File: src/rtl/tgbase64_to_ascii7b_stream_pkg.sv
// ---------------------------------------------------------------------------
// tgbase64_pkg : shared types, range constants and code-to-ASCII decode
// Rev 1.0
// ---------------------------------------------------------------------------
`default_nettype none

package tgbase64_pkg;

  typedef logic [5:0] code_t;
  typedef logic [6:0] ascii_t;

  typedef enum logic [0:0] {
    ST_EMPTY = 1'b0,
    ST_EMIT  = 1'b1
  } state_t;

  localparam code_t  CODE_DIGIT_LO = 6'd2;
  localparam code_t  CODE_UPPER_LO = 6'd12;
  localparam code_t  CODE_LOWER_LO = 6'd38;

  localparam ascii_t OFFS_SPACE = 7'd32;
  localparam ascii_t OFFS_DIGIT = 7'd46;
  localparam ascii_t OFFS_UPPER = 7'd53;
  localparam ascii_t OFFS_LOWER = 7'd59;

  // Every code is legal: 0/1 map to space and '!', then digits, upper, lower.
  function automatic ascii_t decode_code(input code_t c);
    ascii_t c7;
    c7 = {1'b0, c};
    if (c < CODE_DIGIT_LO)      return c7 + OFFS_SPACE;
    else if (c < CODE_UPPER_LO) return c7 + OFFS_DIGIT;
    else if (c < CODE_LOWER_LO) return c7 + OFFS_UPPER;
    else                        return c7 + OFFS_LOWER;
  endfunction

endpackage

`default_nettype wire

File: src/rtl/tgbase64_to_ascii7b_stream_if.sv
// ---------------------------------------------------------------------------
// tgbase64_to_ascii7b_stream_if : input word stream and output char stream
// Rev 1.0
// ---------------------------------------------------------------------------
`default_nettype none

interface tgbase64_to_ascii7b_stream_if;
  import tgbase64_pkg::*;

  logic [23:0] s_data;
  logic [1:0]  s_nsym;
  logic        s_last;
  logic        s_valid;
  logic        s_ready;

  ascii_t      m_data;
  logic        m_last;
  logic        m_valid;
  logic        m_ready;

  // Slave is the decoder's view; master is the surrounding environment.
  modport slave (
    input  s_data, s_nsym, s_last, s_valid, m_ready,
    output s_ready, m_data, m_last, m_valid
  );

  modport master (
    output s_data, s_nsym, s_last, s_valid, m_ready,
    input  s_ready, m_data, m_last, m_valid
  );

endinterface

`default_nettype wire

File: src/rtl/tgbase64_to_ascii7b_stream_char_decode.sv
// ---------------------------------------------------------------------------
// tgbase64_char_decode : combinational 6-bit tgBASE code to 7-bit ASCII
// Rev 1.0
// ---------------------------------------------------------------------------
`default_nettype none

module tgbase64_char_decode
  import tgbase64_pkg::*;
(
  input  code_t  code_i,
  output ascii_t ascii_o
);

  assign ascii_o = decode_code(code_i);

endmodule

`default_nettype wire

File: src/rtl/tgbase64_to_ascii7b_stream.sv
// ---------------------------------------------------------------------------
// tgbase64_to_ascii7b_stream : unpacks 4-code words into one ASCII char/cycle
// Rev 1.0
// ---------------------------------------------------------------------------
`default_nettype none

module tgbase64_to_ascii7b_stream
  import tgbase64_pkg::*;
(
  input  logic                          clk,
  input  logic                          rst,
  tgbase64_to_ascii7b_stream_if.slave   bus,
  output logic [7:0]                    char_cnt
);

  state_t      state_q, state_d;
  logic [1:0]  idx_q,   idx_d;
  logic [23:0] word_q,  word_d;
  logic [1:0]  nsym_q,  nsym_d;
  logic        last_q,  last_d;
  logic [7:0]  cnt_q,   cnt_d;

  logic        w_at_last;
  logic        w_s_ready;
  logic        w_m_valid;
  logic        w_m_last;
  logic        w_in_hs;
  logic        w_out_hs;
  code_t       w_sym;
  ascii_t      w_ascii;

  // Handshake qualifiers; s_ready only opens in EMIT once the final symbol leaves.
  always_comb begin
    w_at_last = (idx_q == nsym_q);
    w_m_valid = (state_q == ST_EMIT);
    w_m_last  = w_m_valid && last_q && w_at_last;
    w_s_ready = !rst && ((state_q == ST_EMPTY) || (w_at_last && bus.m_ready));
    w_in_hs   = bus.s_valid && w_s_ready;
    w_out_hs  = w_m_valid && bus.m_ready;
  end

  always_comb begin
    w_sym = word_q[23:18];
    case (idx_q)
      2'd0:    w_sym = word_q[23:18];
      2'd1:    w_sym = word_q[17:12];
      2'd2:    w_sym = word_q[11:6];
      default: w_sym = word_q[5:0];
    endcase
  end

  tgbase64_char_decode u_decode (
    .code_i  (w_sym),
    .ascii_o (w_ascii)
  );

  always_comb begin
    state_d = state_q;
    idx_d   = idx_q;
    word_d  = word_q;
    nsym_d  = nsym_q;
    last_d  = last_q;
    cnt_d   = cnt_q;

    // An input handshake in EMIT implies the final symbol is leaving this cycle.
    if (w_in_hs) begin
      word_d  = bus.s_data;
      nsym_d  = bus.s_nsym;
      last_d  = bus.s_last;
      idx_d   = 2'd0;
      state_d = ST_EMIT;
    end else if (w_out_hs) begin
      if (w_at_last) state_d = ST_EMPTY;
      else           idx_d   = idx_q + 2'd1;
    end

    if (w_out_hs) begin
      cnt_d = w_m_last ? 8'd0 : cnt_q + 8'd1;
    end
  end

  always_ff @(posedge clk) begin
    if (rst) begin
      state_q <= ST_EMPTY;
      idx_q   <= 2'd0;
      word_q  <= 24'd0;
      nsym_q  <= 2'd0;
      last_q  <= 1'b0;
      cnt_q   <= 8'd0;
    end else begin
      state_q <= state_d;
      idx_q   <= idx_d;
      word_q  <= word_d;
      nsym_q  <= nsym_d;
      last_q  <= last_d;
      cnt_q   <= cnt_d;
    end
  end

  assign bus.s_ready = w_s_ready;
  assign bus.m_valid = w_m_valid;
  assign bus.m_last  = w_m_last;
  assign bus.m_data  = w_ascii;
  assign char_cnt    = cnt_q;

endmodule

`default_nettype wire

File: src/flat_wrapper.sv
// flat-port wrapper written by rule: the top's interface ports become plain ports
module tgbase64_to_ascii7b_stream_flat import tgbase64_pkg::*;
  (clk, rst, char_cnt, bus_s_data, bus_s_nsym, bus_s_last, bus_s_valid, bus_m_ready, bus_s_ready, bus_m_data, bus_m_last, bus_m_valid);
  tgbase64_to_ascii7b_stream_if bus_i ();
  input  logic clk;
  input  logic rst;
  output logic [7:0] char_cnt;
  input wire logic [$bits(bus_i.s_data)-1:0] bus_s_data;
  input wire logic [$bits(bus_i.s_nsym)-1:0] bus_s_nsym;
  input wire logic [$bits(bus_i.s_last)-1:0] bus_s_last;
  input wire logic [$bits(bus_i.s_valid)-1:0] bus_s_valid;
  input wire logic [$bits(bus_i.m_ready)-1:0] bus_m_ready;
  output wire logic [$bits(bus_i.s_ready)-1:0] bus_s_ready;
  output wire logic [$bits(bus_i.m_data)-1:0] bus_m_data;
  output wire logic [$bits(bus_i.m_last)-1:0] bus_m_last;
  output wire logic [$bits(bus_i.m_valid)-1:0] bus_m_valid;
  assign bus_i.s_data = bus_s_data;
  assign bus_i.s_nsym = bus_s_nsym;
  assign bus_i.s_last = bus_s_last;
  assign bus_i.s_valid = bus_s_valid;
  assign bus_i.m_ready = bus_m_ready;
  assign bus_s_ready = bus_i.s_ready;
  assign bus_m_data = bus_i.m_data;
  assign bus_m_last = bus_i.m_last;
  assign bus_m_valid = bus_i.m_valid;
  tgbase64_to_ascii7b_stream u_core (.clk(clk), .rst(rst), .bus(bus_i), .char_cnt(char_cnt));
endmodule
File: config.mk
export PLATFORM = sky130hd
export DESIGN_NAME = tgbase64_to_ascii7b_stream_flat
export DESIGN_NICKNAME = d
export VERILOG_FILES = /design/src/rtl/tgbase64_to_ascii7b_stream_pkg.sv /design/src/rtl/tgbase64_to_ascii7b_stream_if.sv /design/src/rtl/tgbase64_to_ascii7b_stream_char_decode.sv /design/src/rtl/tgbase64_to_ascii7b_stream.sv /design/src/flat_wrapper.sv
export SDC_FILE = /design/constraint.sdc
export NUM_CORES = 1
export LEC_CHECK = 0
export CORE_MARGIN = 2
export CORE_UTILIZATION = 48
export DETAILED_ROUTE_END_ITERATION = 10
export PLACE_DENSITY = 0.79
export SLEW_MARGIN = 20
export SYNTH_ARGS = -nofsm -noshare
export SYNTH_HDL_FRONTEND = slang
export SYNTH_SLANG_ARGS = --single-unit
File: constraint.sdc
create_clock -name clk -period 3.6 [get_ports clk]
set_input_delay 0.36 -clock clk [delete_from_list [all_inputs] [get_ports clk]]
set_output_delay 0.36 -clock clk [all_outputs]
set_load 0.05 [all_outputs]
; ---- Word level (Yosys, flattened, before mapping)
; Index checks and enable logic that the tools add are counted.
[classes]
addsub = 6
n_lt_le_gt_ge = 3
eq_ne = 3
muxes = 8
bitwise_logic = 2
reduce_logical = 14
[op_table]
columns = op, count
row1 = "adder 6 x 6 -> 7 bit, second input constant", 4
row2 = two-way mux 7 bit, 3
row3 = case mux 6 bit (3 select lines), 1
row4 = "adder 8 x 1 -> 8 bit, second input constant", 1
row5 = two-way mux 8 bit, 1
row6 = logical AND 1 bit, 6
row7 = "less-than comparator 6 x 2 -> 1 bit, second input constant", 1
row8 = "less-than comparator 6 x 4 -> 1 bit, second input constant", 1
row9 = "less-than comparator 6 bit, second input constant", 1
row10 = AND reduction 2 bit, 2
row11 = nonzero test 2 bit, 2
row12 = two-way mux 1 bit, 3
row13 = "adder 2 x 1 -> 2 bit, second input constant", 1
row14 = "== test 2 x 1 -> 1 bit, second input constant", 1
row15 = == test 2 bit, 1
row16 = "== test 2 bit, second input constant", 1
row17 = logical NOT 2 bit, 1
row18 = inverter 1 bit, 2
row19 = OR reduction 2 bit, 1
row20 = logical NOT 1 bit, 1
row21 = logical OR 1 bit, 1
[word_totals]
ff_bits = 38
inputBits = 31
output_inout_bits = 18
elab_cells = 42

; ---- Depth between registers and ports, before layout
; Gate-level depths: netlist (run 1).
[depth]
ltp_word = 7
mapped_depth = 14
mapped_depth_nobuf = 14

; ---- Hierarchy
; Synthesis (run 1) repeated with hierarchy kept, for this count alone.
[hier_totals]
hier_cells = 253
hier_area_um2 = 2198.4
[modules_own_cells]
columns = mod, instances, cells_per_inst, area_each_um2
row1 = tgbase64_to_ascii7b_stream, 1, 211, 1881.8
row2 = tgbase64_char_decode, 1, 42, 316.6

; ---- Worst setup path after synthesis (run 1)
; OpenSTA, ideal clock, no wires.
[synth_path]
path_type = register to output
start = register u_core.idx_q[1]
end = output port bus_m_data[5]
arrival_time_ns = 3.694
setup_slack_ns = -0.454
stages_incl_launch_ff = 14
path_buffers = 0
path_cell_list = dfxtp_1 inv_1 ha_1 a222oi_1 mux2i_1 inv_2 nor2_1 o31a_1 inv_1 ha_1 a21o_1 o21a_1 o211a_1 a211oi_1
[synth_between]
elab_chain_cells = 6
[synth_rtl]
columns = item, line
row1 = from (decl), tgbase64_to_ascii7b_stream.sv:17  ; logic [1:0] idx_q, idx_d;
row2 = from (signal assigned), tgbase64_to_ascii7b_stream.sv:92  ; idx_q <= idx_d;
row3 = "== test 2 bit, or another cell as far along", tgbase64_to_ascii7b_stream.sv:44  ; case (idx_q)
row4 = case mux 6 bit (3 select lines) (*), tgbase64_to_ascii7b_stream.sv:44
row5 = "adder 6 x 6 -> 7 bit, or another cell as far along", tgbase64_to_ascii7b_stream_pkg.sv:33  ; else return c7 + OFFS_LOWER;
row6 = two-way mux 7 bit, tgbase64_to_ascii7b_stream_pkg.sv:32  ; else if (c < CODE_LOWER_LO) return c7 + OFFS_UPPER;
row7 = two-way mux 7 bit, tgbase64_to_ascii7b_stream_pkg.sv:31  ; else if (c < CODE_UPPER_LO) return c7 + OFFS_DIGIT;
row8 = two-way mux 7 bit (*), tgbase64_to_ascii7b_stream_pkg.sv:30  ; if (c < CODE_DIGIT_LO) return c7 + OFFS_SPACE;
row9 = to (decl), flat_wrapper.sv:14  ; output wire logic [$bits(bus_i.m_data)-1:0] bus_m_data;
; Every way passes the cells marked *; elsewhere a longest branch is shown, timed or not.

; ---- Final worst setup path (run 1)
; Ends and elaborated chain as after synthesis.

==> results of run 1 <==
final timing paths:
| kind | from | end | slack (ns) | cells after the start |
|---|---|---|---|---|
| worst max register to register | u_core.idx_q[1] | u_core.idx_q[1] | 1.57 | 6 |
| worst min-delay path | u_core.word_q[2] | u_core.word_q[2] | 0.48 | 1 |
| worst max-delay path | u_core.idx_q[1] | bus_m_data[5] | -0.20 | 13 |
| worst min register to register | u_core.word_q[2] | u_core.word_q[2] | 0.48 | 1 |
routing by layer:
metal  vias to the layer above  GRT usage [%]
met4                         0           9.69
met5                         -              0
li1                        853              -
met2                        60           41.6
met1                       849           28.1
met3                        13           4.73
cell usage after synthesis, types with 3 or more instances:
master	n	share of area, %
sky130_fd_sc_hd__dfxtp_1	38	40
sky130_fd_sc_hd__a22o_1	29	13
sky130_fd_sc_hd__nor2_1	12	2.4
sky130_fd_sc_hd__inv_1	10	2.0
sky130_fd_sc_hd__nand2_1	10	2.0
sky130_fd_sc_hd__a21oi_1	9	2.4
sky130_fd_sc_hd__ha_1	9	6.0
sky130_fd_sc_hd__xor2_1	9	4.2
sky130_fd_sc_hd__a22oi_1	5	2.0
sky130_fd_sc_hd__buf_2	5	1.3
sky130_fd_sc_hd__a211oi_1	3	1.2
sky130_fd_sc_hd__a21o_1	3	1.2
sky130_fd_sc_hd__a222oi_1	3	1.6
sky130_fd_sc_hd__nand3_1	3	0.79
sky130_fd_sc_hd__o21ai_0	3	0.79
state kept, by name, summed over array words and instances, names as in the netlist:
signal	count
u_core.word_q	24
u_core.char_cnt	8
u_core.idx_q	2
u_core.nsym_q	2
u_core.bus.m_valid	1
u_core.last_q	1
cell type report:
type                       count  area (µm²)
inverter                      12        50.0
clock inverter                 2        60.1
fill                         270         863
timing repair buffer          69         702
sequential                    38         768
clock buffer                   6        82.6
tap                           48        60.1
multi-input combinational    135        1130
cell families after synthesis:
kind of cell | after synthesis | synth area share, %
flops | 38 | 40.3
mux | 4 | 2.58
simple gates | 42 | 11.9
compound gates | 68 | 28.2
fa+ha+maj | 10 | 7.02
buf+inv | 19 | 4.90
xor+xnor | 11 | 5.10
power by group:
group	switching [mW]	internal, mW	total [mW]
logic	0.156	0.151	0.308
registers	0.0171	0.441	0.458
clock network	0.156	0.296	0.451
what timing repair did:
action                                  in CTS  in global routing
setup buffers                               10                  7
resized for setup                           18                  7
endpoints found under the setup margin       4                  5
pin swaps                                    8                  5
metrics by stage:
| step | instance area [µm²] | setup slack, ns |
|---|---|---|
| finish | 2850 | -0.198 |
| global route | 2850 | -0.252 |
| CTS | 2780 | -0.0902 |
| detailed placement | 2480 | 0.00721 |
| global placement | 2480 | 0.0748 |
| floorplan | 1900 | 0.0244 |
==> flow_results.org, run 1 <==
** Power and ir drop
- Worst vdd rail ir drop :: between 0.0002 and 0.0003 V
- Power, Total :: between 1 and 1.5 mW
- Ratio of total power to cell area :: 427 nW/µm²
- The analysis attributes to cell leakage a power of approximately 1.2 nW.

** Yosys
- Gate count after technology mapping :: around 190
- Mean post-synth cell area :: approximately 9.8 µm²
- Syn. warnings :: 0
- The number of nets handed over by synthesis was 233.
- Synthesis inferred 38 register bits.
- Proportion of synthesized chip area in sequential cells :: about 40%
- Counting flops with a built-in enable in the synthesized netlist gives 0.
- The cell area that synthesis handed to floorplanning was 1890 µm².
- Counting flops with an async set or reset pin after synthesis yields a share of 0%.
- Netlist cell types :: 44
- Most instantiated flip-flop cell in the synthesis netlist :: sky130_fd_sc_hd__dfxtp_1

** Layout
- Proportion of layout cells with a drive suffix above 1 :: between 20% and 30%
- Relative to the synthesized area, the layout overhead comes to 51.0%.
- Top library cells by usage in the layout, fill and taps aside :: sky130_fd_sc_hd__clkdlybuf4s50_1 (42), sky130_fd_sc_hd__dfxtp_1 (36), sky130_fd_sc_hd__a22o_1 (29)
- The final layout contains approximately 300 nets.
- Final antenna diode count :: 0
- Final core utilization :: 76.8%
- Leaving out fill and tap cells, the most frequent cell in the layout is sky130_fd_sc_hd__clkdlybuf4s50_1.
- Number of cells in the finished layout apart from fillers :: 310

** STA
- Based on the critical path, the design can be clocked at up to between 0.2 and 0.3 GHz.
- Worst slew pin tran :: 0.646 ns
- Setup repair after global routing could not meet its margin everywhere.
- The final max-slew violation count was 0.
- Hold_ws :: ~0.48 ns
- Setup slack on the critical path of the routed design comes to -0.198 ns.
- Sum Neg Setup Slack :: -0.525 ns
- Measured against its own limit, the worst slew margin works out to between 50% and 60%.
- The final hold violation count came to 0.
- For the finished layout, the period the worst path requires is approximately 3.8 ns.
- Setup violations remaining at the end of the flow were counted as 4.
- Crit share post-route :: 105%
- On the final layout, the worst clock skew is 0.00815 ns.

** Floorplanning
- Pin placement for this block handled slightly below 50 I/O pins.
- Area enclosed by the die boundary :: roughly 4500 µm²
- In this run the horizontal extent of the chip is 66.7 µm.
- Once the floorplan was initialized, standard cells occupied between 50% and 60% of the core.
- The floorplan has 22 rows.
- Area of the placeable core :: 3720 µm²
- The floorplan step set the die height to 66.7 µm.

** Critical path
- In this run the worst path has a maximum fanout of 5.
- For the worst setup path, the data arrival time is between 3 and 4 ns.
- The cell that appears most often on the critical path is sky130_fd_sc_hd__ha_4.
- Kind of end point of the critical path :: output port
- The signal on the critical path passes through inv_4, ha_4, a222oi_1, mux2_4, nor2_1, o31a_1, inv_2, ha_4, a21o_1, o21a_1, o211a_1, a211oi_2, buf_12.
- Data on the critical path is required at its endpoint by between 3 and 4 ns.
- Grouping stages by cell kind, the critical path spends the most delay in compound AO/OA/AOI/OAI gates.
- The critical path is of the register to output port type.
- Critical path's largest stage delay :: 0.42 ns
- The slowest stage of the critical path belongs to the cell sky130_fd_sc_hd__a222oi_1.
- Counting both buffers and inverters, the worst setup path holds a total of 3.
- STA classifies the critical path startpoint as a register.

** CTS
- CTS saw 38 sinks.
- After clock tree synthesis, the flow added hold-fix buffers numbering 0.
- Deepest clock path buffer count :: 2
- Clock Pin Slew Worst Setup and Hold Paths :: ~0.07 ns
- The tree is rooted in a sky130_fd_sc_hd__clkbuf_8.
- TritonCTS built the clock tree.
- Max H-tree Level :: 2
- Clock latency on the worst-skew pair, taken at its later pin, is around 0.3 ns.
- Buffers inserted during clock tree synthesis total 5.

** Place
- Input and output buffers added on the ports amount to between 40 and 50.
- Detailed-placement wirelength estimate :: 3270 µm
- Counting tap cells, the placed design contains a total of between 200 and 300 instances.
- Placer Congestion :: 0.932

** Min path
- Worst hold path type :: register to register

** Outcome
- Outcome :: finished with violations
- The final reports fail on setup timing.

** Drt
- Routed metal-1 wire length :: around 2100 µm
- DRC errors left :: 0
- In the routed layout, each cell is associated on average with a via count of approximately 5.7.
- For this run, the detailed router's first-pass iteration total came to 6.
- The routed design has between 4000 and 5000 µm of wire.
- Met3 Routed Length :: between 200 and 250 µm
- Routed len/inst :: ~16 µm
- Count of nets left with antenna violations after detail routing :: 0
- Across all layers, the routed design uses between 1500 and 2000 vias.
- First-iteration detailed-routing DRC count :: around 180
- The routed design uses 2520 µm of met2 wire.
- Signal routing reaches up to met4.

** Global route
- Initial antenna violation count :: 0
- Wire length of the first global-routing pass :: about 8000 µm
- Pin count of the biggest net entering global routing :: 30
- Overall track demand over capacity in global routing :: a little under a quarter
- The via count of the first global-routing pass came to between 1500 and 2000.
- Congestion Overflow GR :: 0

** Job
- The tool flagged a number of max-cap violations equal to 0.
Note: power is estimated with default switching activity, not from simulation.
==> run 2, diff against run 1 <==
--- a/config.mk
+++ b/config.mk
@@ -9,6 +9,7 @@
 export CORE_UTILIZATION = 48
 export DETAILED_ROUTE_END_ITERATION = 10
 export PLACE_DENSITY = 0.79
+export SKIP_LAST_GASP = 1
 export SLEW_MARGIN = 20
 export SYNTH_ARGS = -nofsm -noshare
 export SYNTH_HDL_FRONTEND = slang
==> run 2 against run 1 <==
The run still ends with setup timing left. Power fell by 0.23%. Worst setup slack better by 0.0070 ns. Global-route usage stayed put. Fmax grew 0.18%. Clock skew hardly changed. Utilization decreased by 0.13 points. Largest cell class unchanged.
==> flow_results.org, run 2 (synthesized netlist as in run 1, its figures left out) <==
** STA
- Final Max Tran Viols :: 0 (unchanged)
- The post-route setup TNS is -0.526 ns (-0.00130 ns).
- Worst Clk Skew :: 0.00810 ns (-0.0000566 ns)
- PnR worst setup slack :: -0.191 ns (+0.00699 ns)
- Crit share post-route :: 105% (-0.19 points)
- Fin. Hold Viols :: 0 (unchanged)
- The fmax was 0.264 GHz (+0.18%).
- Worst slew pin tran :: 0.645 ns (-0.000871 ns)
- Setup repair after global routing could not meet its margin everywhere.
- Final setup viols :: 5 (+1)
- The worst-case headroom to the max-slew limit is 56.9% (+0.058 points).
- The post-route minimum period was 3.79 ns (-0.00699 ns).

** Drt
- The number of antenna-violating nets in the routed design is 0 (unchanged).
- The vias after detailed routing was 1765 (-0.56%).
- Total detailed-routing wirelength :: 4980 µm (-0.22%)
- The average via count per standard cell came to 5.69 (-0.56%).
- The violation count after the first detailed-routing iteration is 165 (-5.7%).
- Routed len/inst :: 16.1 µm (-0.22%)
- The residual DRC count was 0 (unchanged).
- The detailed-router iteration count before antenna repair is 6 (unchanged).

** Critical path
- Setup Crit Path Kind :: register to output port
- Kind of launch point of the worst setup path :: register
- Largest fanout on the critical path :: 5 (unchanged)
- STA classifies the critical path endpoint as an output port.
- The critical path arrival is 3.43 ns (about the same).
- Data required, critical path :: 3.24 ns (about the same)

** Floorplanning
- Horizontal extent of the die :: 66.7 µm (unchanged)
- Area of the placeable core :: 3720 µm² (unchanged)
- The row count came to 22 (unchanged).
- Area enclosed by the die boundary :: 4450 µm² (unchanged)
- Count of pins on the block boundary :: 49 (unchanged)
- Initial core utilization :: 50.8% (unchanged)
- Height of the die :: 66.7 µm (unchanged)

** CTS
- The tree is rooted in a sky130_fd_sc_hd__clkbuf_8.
- TritonCTS built the clock tree.
- The H-tree depth came to 2 (unchanged).
- The post-cts hold buffer count came to 0 (unchanged).
- The buffer depth of the longest clock path is 2 (unchanged).
- The insertion delay to the later sink of the worst-skew pair was 0.30 ns (about the same).
- Total clock buffers created by CTS :: 5 (unchanged)
- The total clock sinks came to 38 (unchanged).
- Clock Pin Slew Worst Setup and Hold Paths :: 0.07 ns (about the same)

** Layout
- Max FFs per register :: 24 (unchanged)
- Top library cells by usage in the layout, fill and taps aside :: sky130_fd_sc_hd__clkdlybuf4s50_1 (42), sky130_fd_sc_hd__dfxtp_1 (36), sky130_fd_sc_hd__a22o_1 (29)
- Number of cells in the finished layout apart from fillers :: 310 (unchanged)
- The antenna diode instance count was 0 (unchanged).
- Final core utilization :: 76.6% (-0.13 points)
- Biggest register :: u_core.word_q
- Compared with the post-synthesis result, the final layout area differs by 50.7%.
- Net count reported at finish :: 302 (unchanged)
- Most common cell after layout, fill and taps aside :: sky130_fd_sc_hd__clkdlybuf4s50_1
- Final-layout fill cell count :: 271 (+0.37%)
- Final instance area :: 2850 µm² (-0.18%)
- The share of cells above drive strength 1 was 23.3% (-0.38 points).

** Outcome
- The flow ran to the end, but the final reports show violations.
- Violations in the final reports :: setup timing

** Power and ir drop
- The worst vdd rail ir drop is 0.000286 V (about the same).
- Internal power summed over all cells :: 887 µW (-0.14%)
- The relative contribution of combinational cells to total power came to 25.1% (-0.2 points).
- Power, Total :: 1.21 mW (-0.23%)
- The cell leakage power is 1.19 nW (about the same).
- Part of the power in registers :: 37.7% (about the same)
- Power spent charging and discharging nets :: 328 µW (-0.46%)
- The power per unit of standard cell area came to 426 nW/µm² (about the same).
- The fraction of power consumed by the clock network was 37.1% (about the same).
- Sw frac :: 27.0% (-0.063 points)

** Global route
- The total global routing overflow is 0 (unchanged).
- The pin count of the biggest net entering global routing came to 30 (unchanged).
- The number of antenna violations at the first check in global routing was 0 (unchanged).
- The aggregate global-route resource usage is 23.7% (unchanged).
- Vias in the first global route :: 1710 (unchanged)
- The first-pass GRT wire length is 7940 µm (unchanged).

** Job
- Number of max-cap violations :: 0 (unchanged)

** Place
- Count of buffers from port buffering :: 48 (unchanged)
- The number of placed instances with taps included came to 286 (unchanged).
- The post-place instance area came to 2480 µm² (unchanged).
- Placer Congestion :: 0.932 (unchanged)
- Detailed-placement wirelength estimate :: 3270 µm (unchanged)

** Min path
- The tightest min-delay check is of the register to register type.
[run 2: cell count changes in the layout (fill, tap and decap cells not counted)]
| cell | delta |
|---|---|
| sky130_fd_sc_hd__a22oi_1 | +1 |
| sky130_fd_sc_hd__a22oi_2 | -1 |
[run 2: cell type report]
type                            instances  area (µm²)  share of cell area, %
Tap cell                               48        60.1                   2.11
Sequential cell                        38         768                   27.0
Clock inverter                          2        60.1                   2.11
Clock buffer                            6        82.6                   2.90
Multi-Input combinational cell        135        1120                   39.5
Inverter                               12        50.0                   1.76
Timing Repair Buffer                   69         702                   24.6
[run 2: per-layer routing]
layer	routed length (µm)	global-route usage, %
met2	2510	41.6
met5	0	0
met4	135	9.69
met3	224	4.73
met1	2110	28.1
[run 2: path summary, 6_finish.rpt]
check / from / to / slack, ns / cells past startpoint
setup / recovery: u_core.idx_q[1] / bus_m_data[5] / -0.19 / 13
hold / removal: u_core.word_q[2] / u_core.word_q[2] / 0.48 / 1
hold reg to reg: u_core.word_q[2] / u_core.word_q[2] / 0.48 / 1
setup reg to reg: u_core.idx_q[1] / u_core.idx_q[1] / 1.57 / 6
[run 2: power by group through the flow]
stage / clock network (mW) / registers, mW / logic [mW]
final: 0.451 / 0.458 / 0.305
after CTS: 0.454 / 0.458 / 0.294
after detailed placement: 0 / 0.468 / 0.282
after global placement: 0 / 0.468 / 0.280
after global routing: 0.480 / 0.460 / 0.323
after floorplan: 0 / 0.468 / 0.162
[run 2: timing repair]
| item | 4_1_cts | 5_1_grt |
|---|---|---|
| setup buffers | 10 | 7 |
| pin swaps | 8 | 5 |
| gates resized for setup | 18 | 6 |
| endpoints found under the setup margin | 4 | 5 |
[run 2: through the flow]
stage	hold WS, ns	worst slack, ns
global placement	0.458	0.0748
CTS	0.479	-0.0902
global route	0.489	-0.252
detailed placement	0.460	0.00721
floorplan	0.441	0.0244
finish	0.481	-0.191
[run 2: critical path: stages (launching register included)]
cell                       delay [ns]
sky130_fd_sc_hd__dfxtp_4         0.38
sky130_fd_sc_hd__inv_4           0.06
sky130_fd_sc_hd__ha_4            0.16
sky130_fd_sc_hd__a222oi_1        0.42
sky130_fd_sc_hd__mux2_4          0.27
sky130_fd_sc_hd__nor2_1          0.05
sky130_fd_sc_hd__o31a_1          0.37
sky130_fd_sc_hd__inv_2           0.09
sky130_fd_sc_hd__ha_4            0.21
sky130_fd_sc_hd__a21o_1          0.19
sky130_fd_sc_hd__o21a_1          0.21
sky130_fd_sc_hd__o211a_1         0.23
sky130_fd_sc_hd__a211oi_2        0.30
sky130_fd_sc_hd__buf_12          0.18
==> run 3, diff against run 2 <==
--- a/config.mk
+++ b/config.mk
@@ -6,9 +6,10 @@
 export NUM_CORES = 1
 export LEC_CHECK = 0
 export CORE_MARGIN = 2
-export CORE_UTILIZATION = 48
+export CORE_UTILIZATION = 50
 export DETAILED_ROUTE_END_ITERATION = 10
-export PLACE_DENSITY = 0.79
+export DONT_BUFFER_PORTS = 1
+export PLACE_DENSITY_LB_ADDON = 0.2
 export SKIP_LAST_GASP = 1
 export SLEW_MARGIN = 20
 export SYNTH_ARGS = -nofsm -noshare
==> run 3 against run 2 <==
The flow now finishes without violations. Design area shrank 21%. Clock skew grew 0.0012 ns. Sequential share of layout area grew 7.1 points. Non-clock buffer count shrank 49. Critical path type unchanged. Largest cell class unchanged. Largest power group unchanged. Highest routed layer unchanged.
==> flow_results.org, run 3 (synthesized netlist as in run 1, its figures left out) <==
** Layout
- The layout filler cell count came to 316 (+17%).
- The number of non-filler instances in the completed layout is 261 (-16%).
- The antenna diode instance count is 0 (unchanged).
- Leaving out fill and tap cells, the most frequent cell in the layout is sky130_fd_sc_hd__dfxtp_1.
- The final design utilization came to 62.1% (-15 points).
- Biggest register :: u_core.word_q
- The number of nets in the layout is 253 (-16%).
- Max FFs per register :: 24 (unchanged)
- The share of cells above drive strength 1 was 25.4% (+2.1 points).
- In the layout the commonest cells are sky130_fd_sc_hd__dfxtp_1 (36), sky130_fd_sc_hd__a22o_1 (29), sky130_fd_sc_hd__buf_4 (16).
- Synthesis-to-finish area growth :: 19.5%

** Floorplanning
- Count of pins on the block boundary :: 49 (unchanged)
- Height of the die :: 65.5 µm (-1.9%)
- Initial core utilization :: 52.0% (+1.2 points)
- Horizontal extent of the die :: 65.5 µm (-1.9%)
- The standard cell core area is 3630 µm² (-2.2%).
- Placement Rows :: 22 (unchanged)
- Area enclosed by the die boundary :: 4290 µm² (-3.8%)

** STA
- Setup repair after global routing could not meet its margin everywhere.
- The final max-slew violation count was 0 (unchanged).
- Hold_ws :: 0.130 ns (-0.350 ns)
- The fmax was 0.284 GHz (+7.5%).
- Worst Clk Skew :: 0.00933 ns (+0.00123 ns)
- The part of the cycle the worst path needs came to 98.0% (-7.3 points).
- Worst slew pin tran :: 0.965 ns (+0.320 ns)
- Shortest clock period the worst path allows after layout :: 3.53 ns (-0.264 ns)
- The number of failing setup endpoints in the final timing report is 0 (-5).
- The worst-case headroom to the max-slew limit came to 35.3% (-22 points).
- Fin. Hold Viols :: 0 (unchanged)

** Drt
- Via count :: 1528 (-13%)
- Total detailed-routing wirelength :: 4390 µm (-12%)
- The average via count per standard cell came to 5.85 (+2.8%).
- Count of nets left with antenna violations after detail routing :: 0 (unchanged)
- Routed len/inst :: 16.8 µm (+4.7%)
- The violation count after the first detailed-routing iteration was 62 (-62%).
- The detailed-router iteration count before antenna repair is 5 (-1).
- DRC errors left :: 0 (unchanged)

** Critical path
- Kind of launch point of the worst setup path :: register
- Worst-case register-to-register setup slack :: 1.49 ns (-0.08 ns)
- Arrival @ worst endpoint :: 3.17 ns (-0.26 ns)
- Setup Crit Path Kind :: register to output port
- Worst flop-to-flop path endpoint :: u_core.char_cnt[6]
- The worst-case reg-to-reg path depth came to 4 (-2).
- The worst setup path is captured at an output port.
- Sequence of cells on the critical path :: inv_4, ha_4, a222oi_1, mux2i_2, o31a_1, inv_2, ha_4, a21o_1, o21a_1, o211a_1, a211oi_2, buf_6
- Reg2Reg Launch Point :: u_core.bus.m_valid
- Critical path's largest stage delay :: 0.45 ns (+0.03 ns)
- The endpoint required time on the critical path came to 3.24 ns (about the same).
- In this design, the critical path's most frequently occurring cell is sky130_fd_sc_hd__ha_4.
- On the critical path, the stage with the largest delay is an instance of sky130_fd_sc_hd__a222oi_1.
- The maximum fanout encountered on the critical timing path was 4 (-1).

** Place
- Count of buffers from port buffering :: 0 (-100%)
- The number of placed instances with taps included came to 244 (-15%).
- The routability-driven placement congestion ratio is 0.900 (-3.4%).
- The final HPWL from detailed placement came to 3290 µm (+0.52%).

** CTS
- The tree is rooted in a sky130_fd_sc_hd__clkbuf_8.
- CTS Hold Buffers Added :: 0 (unchanged)
- TritonCTS clock tree :: built
- The insertion delay to the later sink of the worst-skew pair is 0.29 ns (about the same).
- The buffer depth of the longest clock path came to 2 (unchanged).
- Clock Pin Slew Worst Setup and Hold Paths :: 0.08 ns (about the same)
- Total clock buffers created by CTS :: 5 (unchanged)
- The H-tree depth is 2 (unchanged).
- The total clock sinks came to 38 (unchanged).

** Min path
- Worst hold path startpoint :: rst
- Worst hold path type :: primary input to register
- For hold timing, the worst endpoint is u_core.char_cnt[0].
- The worst hold path stage count is 1 (unchanged).

** Job
- The number of maximum-capacitance violations was 0 (unchanged).

** Outcome
- The run finished with clean final reports.

** Global route
- Pin count of the biggest net entering global routing :: 30 (unchanged)
- Congestion Overflow GR :: 0 (unchanged)
- The first-pass GRT wire length came to 7330 µm (-7.7%).
- The number of antenna violations at the first check in global routing is 0 (unchanged).
- The via count of the first global-routing pass came to 1552 (-9.2%).
- Overall track demand over capacity in global routing :: 22.3% (-1.4 points)

** Power and ir drop
- Worst vdd rail ir drop :: 0.000362 V (+27%)
- The power per unit of standard cell area is 442 nW/µm² (+3.7%).
- Static Leak :: 0.944 nW (-21%)
==> run 3: changes by cell type in the layout (fill, tap and decap cells not counted), moves of 2 or more <==
cell and change:
sky130_fd_sc_hd__buf_12 -5, sky130_fd_sc_hd__clkdlybuf4s50_1 -42, sky130_fd_sc_hd__bufinv_16 -2, sky130_fd_sc_hd__buf_6 +2, sky130_fd_sc_hd__buf_4 -4
==> run 3: through the flow <==
stage / setup TNS (ns) / cell area [µm²] / worst slack [ns] / power, mW
floorplan: 0 / 1900 / 0.0244 / 0.630
global placement: 0 / 2010 / 0.0708 / 0.680
detailed placement: 0 / 2010 / 0.0180 / 0.682
CTS: -0.0208 / 2240 / -0.0208 / 0.998
global route: -0.113 / 2260 / -0.0611 / 1.04
finish: 0 / 2260 / 0.0735 / 0.998
==> run 3: what timing repair did <==
item                                    4_1_cts  5_1_grt
pin swaps                                     9       11
buffers inserted                              9        1
resized for setup                            19        4
endpoints found under the hold margin         0        0
endpoints found under the setup margin        5        4
==> run 3: layout make-up <==
type                    count  area (µm²)  share of cell area (%)
inverters                  12        47.5                    2.11
flip-flops and latches     38         768                    34.0
multi-input cells         135        1110                    49.3
repair buffers             20         174                    7.71
clock buffers               6        82.6                    3.66
clock inverters             2        12.5                   0.554
well taps                  48        60.1                    2.66
==> run 3: layer usage <==
metal	global-route usage [%]	part of all wire [%]	up-vias	routed length, µm
li1	-	-	760	-
met1	28.3	45	719	1960
met2	37.1	49	41	2150
met3	5.65	4.7	8	206
met4	7.29	1.7	0	76
met5	0	0	-	0
==> run 3: worst max-delay path by stage <==
stage                    startpoint       endpoint
floorplan           u_core.idx_q[1]  bus_m_data[5]
global placement    u_core.idx_q[1]  bus_m_data[4]
detailed placement  u_core.idx_q[1]  bus_m_data[4]
CTS                 u_core.idx_q[1]  bus_m_data[5]
global route        u_core.idx_q[1]  bus_m_data[4]
finish              u_core.idx_q[1]  bus_m_data[5]
==> run 3: where the power goes <==
| part | internal, mW | switching (mW) | total [mW] |
|---|---|---|---|
| logic | 0.0920 | 0.135 | 0.227 |
| registers | 0.441 | 0.0218 | 0.463 |
| clock network | 0.154 | 0.154 | 0.308 |
==> run 3: worst max-delay path, delay by kind of cell, from the launching register on <==
family / cells / cell delay (ns)
flip-flops: 1 / 0.37
AO/OA/AOI/OAI: 6 / 1.65
buffers and inverters: 3 / 0.34
multiplexers: 1 / 0.15
adder cells (fa/ha/maj): 2 / 0.37
